<file path="config.mk">
export PLATFORM = sky130hd
export DESIGN_NAME = pic_tmr0_wdt_param
export DESIGN_NICKNAME = d
export VERILOG_FILES = /design/src/rtl/pic_tmr0_wdt_param.sv
export SDC_FILE = /design/constraint.sdc
export NUM_CORES = 1
export LEC_CHECK = 0
export ABC_AREA = 1
export CORE_UTILIZATION = 57
export CTS_CLUSTER_DIAMETER = 40
export DETAILED_ROUTE_END_ITERATION = 8
export PLACE_DENSITY_LB_ADDON = 0.3
export SETUP_SLACK_MARGIN = 0.1
export SYNTH_ARGS = -nofsm -noshare
export SYNTH_HDL_FRONTEND = slang
export SYNTH_SLANG_ARGS = --single-unit
</file>
<file path="constraint.sdc">
create_clock -name clk -period 2.57 [get_ports clk]
set_input_delay 0.257 -clock clk [delete_from_list [all_inputs] [get_ports clk]]
set_output_delay 0.257 -clock clk [all_outputs]
set_load 0.005 [all_outputs]
</file>
<file path="src/rtl/pic_tmr0_wdt_param.sv">
// TMR0, shared prescaler and watchdog for the PIC16C5X core, parametrised in timer width,
// prescaler depth and WDT base period. Define TMR0_OVF_FLAG_EN to add the tmr0_ovf pulse output.
module pic_tmr0_wdt_param #(
    parameter int TMR_W    = 8,
    parameter int PRE_W    = 8,
    parameter int WDT_BASE = 18000
) (
    input  logic             clk,
    input  logic             rst_n,
    input  logic             tmr0_we,
    input  logic [TMR_W-1:0] tmr0_din,
    input  logic             option_we,
    input  logic [5:0]       option_din,
    input  logic             t0cki,
    input  logic             clear_WDT,
    input  logic             clear_prescaler,
    input  logic             sleep,
    input  logic             wdt_en,
    output logic [TMR_W-1:0] TMR0_out,
    output logic [5:0]       OPTION_out,
    output logic             WDT_timeout
`ifdef TMR0_OVF_FLAG_EN
    ,
    output logic             tmr0_ovf
`endif
);

    localparam int               WDT_W    = $clog2(WDT_BASE);
    localparam logic [WDT_W-1:0] WDT_LAST = WDT_W'(WDT_BASE - 1);

    typedef struct packed {
        logic       t0cs;
        logic       t0se;
        logic       psa;
        logic [2:0] ps;
    } option_t;

    option_t          option_q;
    logic [TMR_W-1:0] tmr0_q;
    logic [PRE_W-1:0] pre_q;
    logic [WDT_W-1:0] wdt_cnt_q;
    logic [1:0]       sync_q;
    logic             t0_prev_q;
    logic [1:0]       inhibit_q;
    logic             wdt_timeout_q;

    logic [PRE_W-1:0] tmr_mask;
    logic [PRE_W-1:0] wdt_mask;
    logic             t0_rise;
    logic             t0_fall;
    logic             src_event;
    logic             tmr_active;
    logic             tmr_terminal;
    logic             wdt_terminal;
    logic             wdt_tick;
    logic             pre_clear;
    logic             pre_count;
    logic             tmr_inc;
    logic             timeout_set;

    // Prescaler taps: TMR0 divides by 2^(PS+1), the WDT by 2^PS.
    // NOTE: every always_comb output gets a default before any conditional write, so no latch is inferred.
    always_comb begin
        tmr_mask = '0;
        wdt_mask = '0;
        for (int i = 0; i < 8; i++) begin
            tmr_mask[i] = (i <= int'(option_q.ps));
            wdt_mask[i] = (i <  int'(option_q.ps));
        end
    end

    assign t0_rise   = sync_q[1] & ~t0_prev_q;
    assign t0_fall   = ~sync_q[1] & t0_prev_q;
    assign src_event = option_q.t0cs ? (option_q.t0se ? t0_fall : t0_rise) : 1'b1;

    // Events during SLEEP or the post-write inhibit window are dropped, not deferred.
    assign tmr_active = src_event & ~sleep & (inhibit_q == 2'd0);

    // The low PS+1 bits all set means the next count drops tap PS, which clocks TMR0.
    assign tmr_terminal = ((pre_q & tmr_mask) == tmr_mask);
    assign wdt_terminal = ((pre_q & wdt_mask) == wdt_mask);

    assign wdt_tick = wdt_en & (wdt_cnt_q == WDT_LAST);

    assign pre_clear = clear_prescaler
                     | (option_we & (option_din[3] != option_q.psa))
                     | (clear_WDT & option_q.psa)
                     | (tmr0_we & ~option_q.psa);

    assign pre_count = option_q.psa ? wdt_tick : tmr_active;

    // A cleared prescaler swallows the edge it would have produced this cycle.
    assign tmr_inc = option_q.psa ? tmr_active
                                  : (tmr_active & tmr_terminal & ~pre_clear);

    assign timeout_set = ~clear_WDT &
                         (option_q.psa ? (wdt_tick & wdt_terminal & ~pre_clear) : wdt_tick);

    // NOTE: sequential state is assigned with <= so every flop samples pre-edge values.
    always_ff @(posedge clk or negedge rst_n) begin
        if (!rst_n) begin
            option_q <= option_t'(6'h3F);
        end else if (option_we) begin
            option_q <= option_t'(option_din);
        end
    end

    always_ff @(posedge clk or negedge rst_n) begin
        if (!rst_n) begin
            sync_q    <= 2'b00;
            t0_prev_q <= 1'b0;
        end else begin
            sync_q    <= {sync_q[0], t0cki};
            t0_prev_q <= sync_q[1];
        end
    end

    always_ff @(posedge clk or negedge rst_n) begin
        if (!rst_n) begin
            tmr0_q    <= '0;
            inhibit_q <= 2'd0;
        end else if (tmr0_we) begin
            tmr0_q    <= tmr0_din;
            inhibit_q <= 2'd2;
        end else begin
            if (tmr_inc) begin
                tmr0_q <= tmr0_q + TMR_W'(1);
            end
            if (inhibit_q != 2'd0) begin
                inhibit_q <= inhibit_q - 2'd1;
            end
        end
    end

    always_ff @(posedge clk or negedge rst_n) begin
        if (!rst_n) begin
            pre_q <= '0;
        end else if (pre_clear) begin
            pre_q <= '0;
        end else if (pre_count) begin
            pre_q <= pre_q + PRE_W'(1);
        end
    end

    always_ff @(posedge clk or negedge rst_n) begin
        if (!rst_n) begin
            wdt_cnt_q     <= '0;
            wdt_timeout_q <= 1'b0;
        end else begin
            wdt_timeout_q <= timeout_set;
            if (!wdt_en || clear_WDT || wdt_tick) begin
                wdt_cnt_q <= '0;
            end else begin
                wdt_cnt_q <= wdt_cnt_q + WDT_W'(1);
            end
        end
    end

`ifdef TMR0_OVF_FLAG_EN
    // wrap_q marks the edge that rolled TMR0 to zero; the flag follows one cycle later.
    logic wrap_q;
    logic ovf_q;

    always_ff @(posedge clk or negedge rst_n) begin
        if (!rst_n) begin
            wrap_q <= 1'b0;
            ovf_q  <= 1'b0;
        end else begin
            wrap_q <= tmr_inc & ~tmr0_we & (tmr0_q == '1);
            ovf_q  <= wrap_q;
        end
    end

    assign tmr0_ovf = ovf_q;
`endif

    assign TMR0_out    = tmr0_q;
    assign OPTION_out  = option_q;
    assign WDT_timeout = wdt_timeout_q;

endmodule

</file>
---- Word level (Yosys, flattened, before mapping) ----
Index checks and enable logic that the tools add are counted.
word-level totals
  bits in registers ....................... 43
  latch bits .............................. 0
  RAM bits ................................ 0
  bits in read-only memories .............. 0
  input bits .............................. 23
  output and inout port bits .............. 15
  word-level logic and storage cells ...... 77
  memories ................................ 0
operators by class
  add/sub/neg operators ................... 4
  multiply operators ...................... 0
  divide/modulo/power cells ............... 0
  order comparisons ....................... 14
  eq/ne operators ......................... 4
  shifts and indexed selects .............. 0
  muxes and demuxes ....................... 12
  bitwise gates (word level) .............. 24
  reductions and logical operators ........ 8
operator list
  kind                                                                             count
  8-bit 2-to-1 mux                                                                 4
  8-bit by 1-bit adder with 8-bit output, second input constant                    2
  15-bit by 1-bit adder with 15-bit output, second input constant                  1
  15-bit == test, second input constant                                            1
  15-bit 2-to-1 mux                                                                1
  1-bit AND                                                                        13
  3-bit less-or-equal comparator, first input constant                             4
  3-bit < comparator, first input constant                                         3
  8-bit by 7-bit AND with 8-bit output                                             1
  8-bit AND                                                                        1
  8-bit by 7-bit == test with 1-bit output                                         1
  8-bit == test                                                                    1
  2-bit nonzero test                                                               4
  2-bit by 3-bit less-or-equal comparator with 1-bit output, first input constant  2
  1-bit by 3-bit < comparator with 1-bit output, first input constant              2
  2-bit by 3-bit < comparator with 1-bit output, first input constant              2
  1-bit inverter                                                                   6
  1-bit 2-to-1 mux                                                                 5
  2-bit 2-to-1 mux                                                                 2
  1-bit by 3-bit less-or-equal comparator with 1-bit output, first input constant  1
  1-bit bitwise OR                                                                 3
  2-bit logical NOT                                                                1
  1-bit logical OR                                                                 2
  2-bit by 1-bit subtractor with 2-bit output, second input constant               1
  other kinds (2)                                                                  2

---- Depth between registers and ports, before layout ----
  depth after elaboration ................. 11
  mapped depth ............................ 12
  mapped depth without buffers ............ 11

---- Worst setup path before layout ----
OpenSTA, ideal clock, no wires.
  kind .................................... flip-flop to flip-flop
  from .................................... reg wdt_cnt_q[0]
  to ...................................... reg wdt_cnt_q[13]
  arrival ................................. 1.422 ns
  slack ................................... 1.062 ns
  stages on the path, launching flop included .. 10
  path through ............................ dfrtp_1 > ha_1 > nand2_1 > inv_2 > nand2_1 > nor2_1 > and2_1 > nor2_2 > inv_2 > nor3_1
between the ends
  word-level cells in the longest chain between the ends .. 4
  elaborated cells on any way between the ends .. 5
ends and longest elaborated chain
  element                                                                                           RTL line  RTL
  from (decl)                                                                                       41        logic [WDT_W-1:0] wdt_cnt_q;
  from (signal assigned)                                                                            154       wdt_cnt_q <= wdt_cnt_q + WDT_W'(1);
  parallel branches: the longest is 3 deep, another holds 15-bit by 1-bit adder with 15-bit output  n/a
  15-bit 2-to-1 mux (*)                                                                             151       if (!wdt_en || clear_WDT || wdt_tick) begin
Every way passes the cells marked *.
A chain may end at the register's enable or synchronous reset.

---- Final worst setup path ----
Same ends and word-level chain as after synthesis.

==> results by stage <==
Die:
- The die covers 4420 um^2.
- For this configuration, the core starts out at a cell density of 59.3%.
- 38 I/O pins were placed.
- The placeable core region is 4000 um^2.
- The vertical die dimension is 66.5 um.
- The floorplan step set the die width to 66.5 um.
- In this run the core area contains 23 standard-cell rows.

Synth:
- The cell area after technology mapping is 2370 um^2.
- The share of the Yosys chip area taken by registers is 45.7%.
- Counting every instance in the synthesized netlist gives 303.
- In this run the biggest area consumer among cell types represents 39.0% of the synthesized area.
- The number of distinct library cells after synthesis is 33.
- The mean instance size in the synthesized netlist is 7.83 um^2.
- After synthesis, the cell types taking the most area are dfrtp_1, nand2_1, nand3_1.
- dfrtp_1 takes more of the synthesized area than any other cell.
- The flop and latch count out of synthesis is 43.
- The Yosys step of the flow raised 0 warnings.
- The post-synth net total is 330.

CTS:
- The root buffer selected by CTS is clkbuf_8.
- The number of buffers inserted by post-CTS setup repair is 0.
- The H-tree was split into 2 levels.
- The maximum buffer depth of the clock tree is 2.
- The count of clock tree sinks is 43.
- Post-CTS repair changed the size of 0 cells.
- TritonCTS created 5 clock buffers.
- The clock latency reported for the late side of the worst-skew pair is 290 ps.
- The TritonCTS clock tree is yes.
- The total of hold buffers inserted after clock tree synthesis is 0.
- The clock transition at the registers of the reported paths is 80 ps.

Placement:
- The wire-length estimate of the detail-placed layout is 3710 um.
- Input and output buffers added on the ports amount to 37.
- The final RePlAce weighted congestion is 0.879.

Routing:
- The total number of vias is 2121.
- The number of search-and-repair iterations in the first detailed-routing pass is 4.
- The number of antenna-violating nets in the routed design is 0.
- The final wirelength is 4990 um.
- The starting DRC count in detailed routing is 226.
- The remaining routing DRC violations is 0.
- The detailed-route wire length per cell is 12.6 um.
- The average vias per placed instance is 5.37.

Worst hold path:
- The worst hold-check path type is primary input to asynchronous set/reset pin.

Critical path:
- Walking the worst path, the cells encountered are ha_1, nand2_1, inv_2, nand2_1, nor2_1, and2_1, nor2_2, inv_2, nor3_1.
- Setup slack on the worst reg-to-reg path comes out at 740 ps.
- STA puts the critical path data required time at 2760 ps.
- On the worst path, the slowest cell contributes a delay of 400 ps.
- The library cell contributing the largest single delay on the critical path is dfrtp_1.
- The largest fanout on the critical path is 9.
- The sum of buffers and inverters on the critical path is 2.
- The critical path class is register to register.
- Data on the critical path arrives at its endpoint at 2030 ps.
- The worst setup path is captured at a register.
- The nature of the critical path startpoint is a register.
- The critical path's top delay family is simple AND/OR/NAND/NOR gates.

GRT:
- The number of antenna violations at the first check in global routing was 0.
- The via count of the first global-routing pass came to 1927.
- The first global-routing pass estimated 8520 um of wire.
- Entering global routing, the biggest net connects 44 pins.
- The global-route total usage across every layer is 25.7%.
- Summed over all layers, the global routing overflow is 0.

Power:
- The total power is 1.50 mW.
- The analysis attributes to cell leakage a power of 1.32 nW.
- The share of total power dissipated in sequential elements is 52.3%.
- The internal power is 1.08 mW.
- Combinational cells account for 20.1% of the total power.
- The power density relative to cell area is 523 nW/um^2.
- Of the total power, the share spent switching nets is 28.5%.
- The share of total power dissipated in the clock network is 27.6%.
- The peak ir drop on the vdd network is 361 uV.
- For this design the total switching power over the nets is 0.429 mW.

Run status:
- The flow ran to the end, and the final reports show no timing, DRC or antenna violations.

Cells and area:
- The post-route netlist has 10.7% of its cells at a drive strength greater than 1.
- The area growth from synthesis to layout is 21.2%.
- The most common library cell in the layout ignoring fill and taps is nand2_1.
- The filler cells instantiated in the layout total 337.
- Leaving out fill and tap cells, the most frequent cells in the layout are nand2_1, dfrtp_1, clkdlybuf4s50_1.
- 0 antenna diodes ended up in the layout.
- At the end of the flow, the number of nets in the layout was 371.

Timing:
- For the final database, setup skew stands at 6.36 ps.
- The worst pin sits at a relative slew slack of 38.5%.
- In the final timing run, aggregate negative setup slack is 0 ps.
- Setup repair after global routing left no endpoint under its margin.
- At the pin with the least slew margin, the transition time is 923 ps.
- Dividing the final minimum period by the clock period gives 71.2%.
- The final number of setup-violating endpoints is 0.
- Static timing analysis puts the maximum clock frequency at 0.546 GHz.
- The number of hold violations in the final report was 0.
- The count of final max-slew check failures was 0.
- The minimum clock period after layout is 1830 ps.

Flow run:
- Max-cap violations in this run came to 0.
[final timing paths]
kind / start / endpoint / cells after the start
max reg2reg: wdt_cnt_q[0] / wdt_cnt_q[13] / 9
min reg2reg: sync_q[0] / sync_q[1] / 0
min in group clk: sync_q[0] / sync_q[1] / 0
max in group asynchronous: rst_n / TMR0_out[6] / 1
max: wdt_cnt_q[0] / wdt_cnt_q[13] / 9
min: rst_n / wdt_cnt_q[1] / 1
[cell families after synthesis]
family,synth area share [%]
buffers and inverters,6.49
xor gates and xnor gates,4.43
muxes,0.949
adders and majority gates,2.11
AOI/OAI and AO/OA,8.18
and+or+nand+nor,32.2
DFF,45.7
[cell type report]
class                      count  area (um^2)  area share (%)
tap                           50         62.6            2.18
inverter                      34          133            4.61
timing repair buffer          39          380            13.2
clock inverter                 1         5.00           0.174
multi-input combinational    221         1130            39.5
sequential                    43         1080            37.7
clock buffer                   7         76.3            2.65
[per-layer routing]
metal	vias to the layer above	global-route usage [%]	routed length, um
met5	-	0	0
met4	0	6.91	38
met3	4	6.16	238
met2	61	41.8	2320
met1	992	34.1	2390
li1	1064	-	-
[registers in the layout (all words and copies together), names as in the netlist]
name,cells
TMR0_out,8
wdt_cnt_q,15
OPTION_out,6
pre_q,8
t0_prev_q,1
inhibit_q,2
WDT_timeout,1
sync_q,2
[cells in the mapped netlist, drive strengths merged]
master / n
a211oi: 1
a21boi: 1
a21oi: 10
a31oi: 1
and2: 1
buf: 2
clkbuf: 3
dfrtp: 37
dfstp: 6
ha: 4
inv: 34
mux2: 2
nand2: 84
nand3: 33
nand3b: 1
nand4: 7
nor2: 28
nor3: 13
o21ai: 21
o21bai: 1
o22ai: 1
xnor2: 4
xor2: 8
[metrics by stage]
step	cell area [um^2]	std cells	worst slack (ps)	utilization [%]	hold slack, ps
floorplan	2370	303	1060	-	-38.6
global placement	2790	387	797	69.8	338
detailed placement	2790	387	689	69.8	340
CTS	2880	395	761	71.9	121
global route	2880	395	553	71.9	174
finish	2880	395	740	71.9	96.0
[power groups by stage]
stage | registers, mW | logic (mW) | clock network (mW)
floorplan | 0.786 | 0.161 | 0
global placement | 0.797 | 0.294 | 0
detailed placement | 0.796 | 0.305 | 0
CTS | 0.786 | 0.305 | 0.424
global route | 0.794 | 0.344 | 0.450
finish | 0.787 | 0.302 | 0.415
Power figures use the tool's default switching activity.
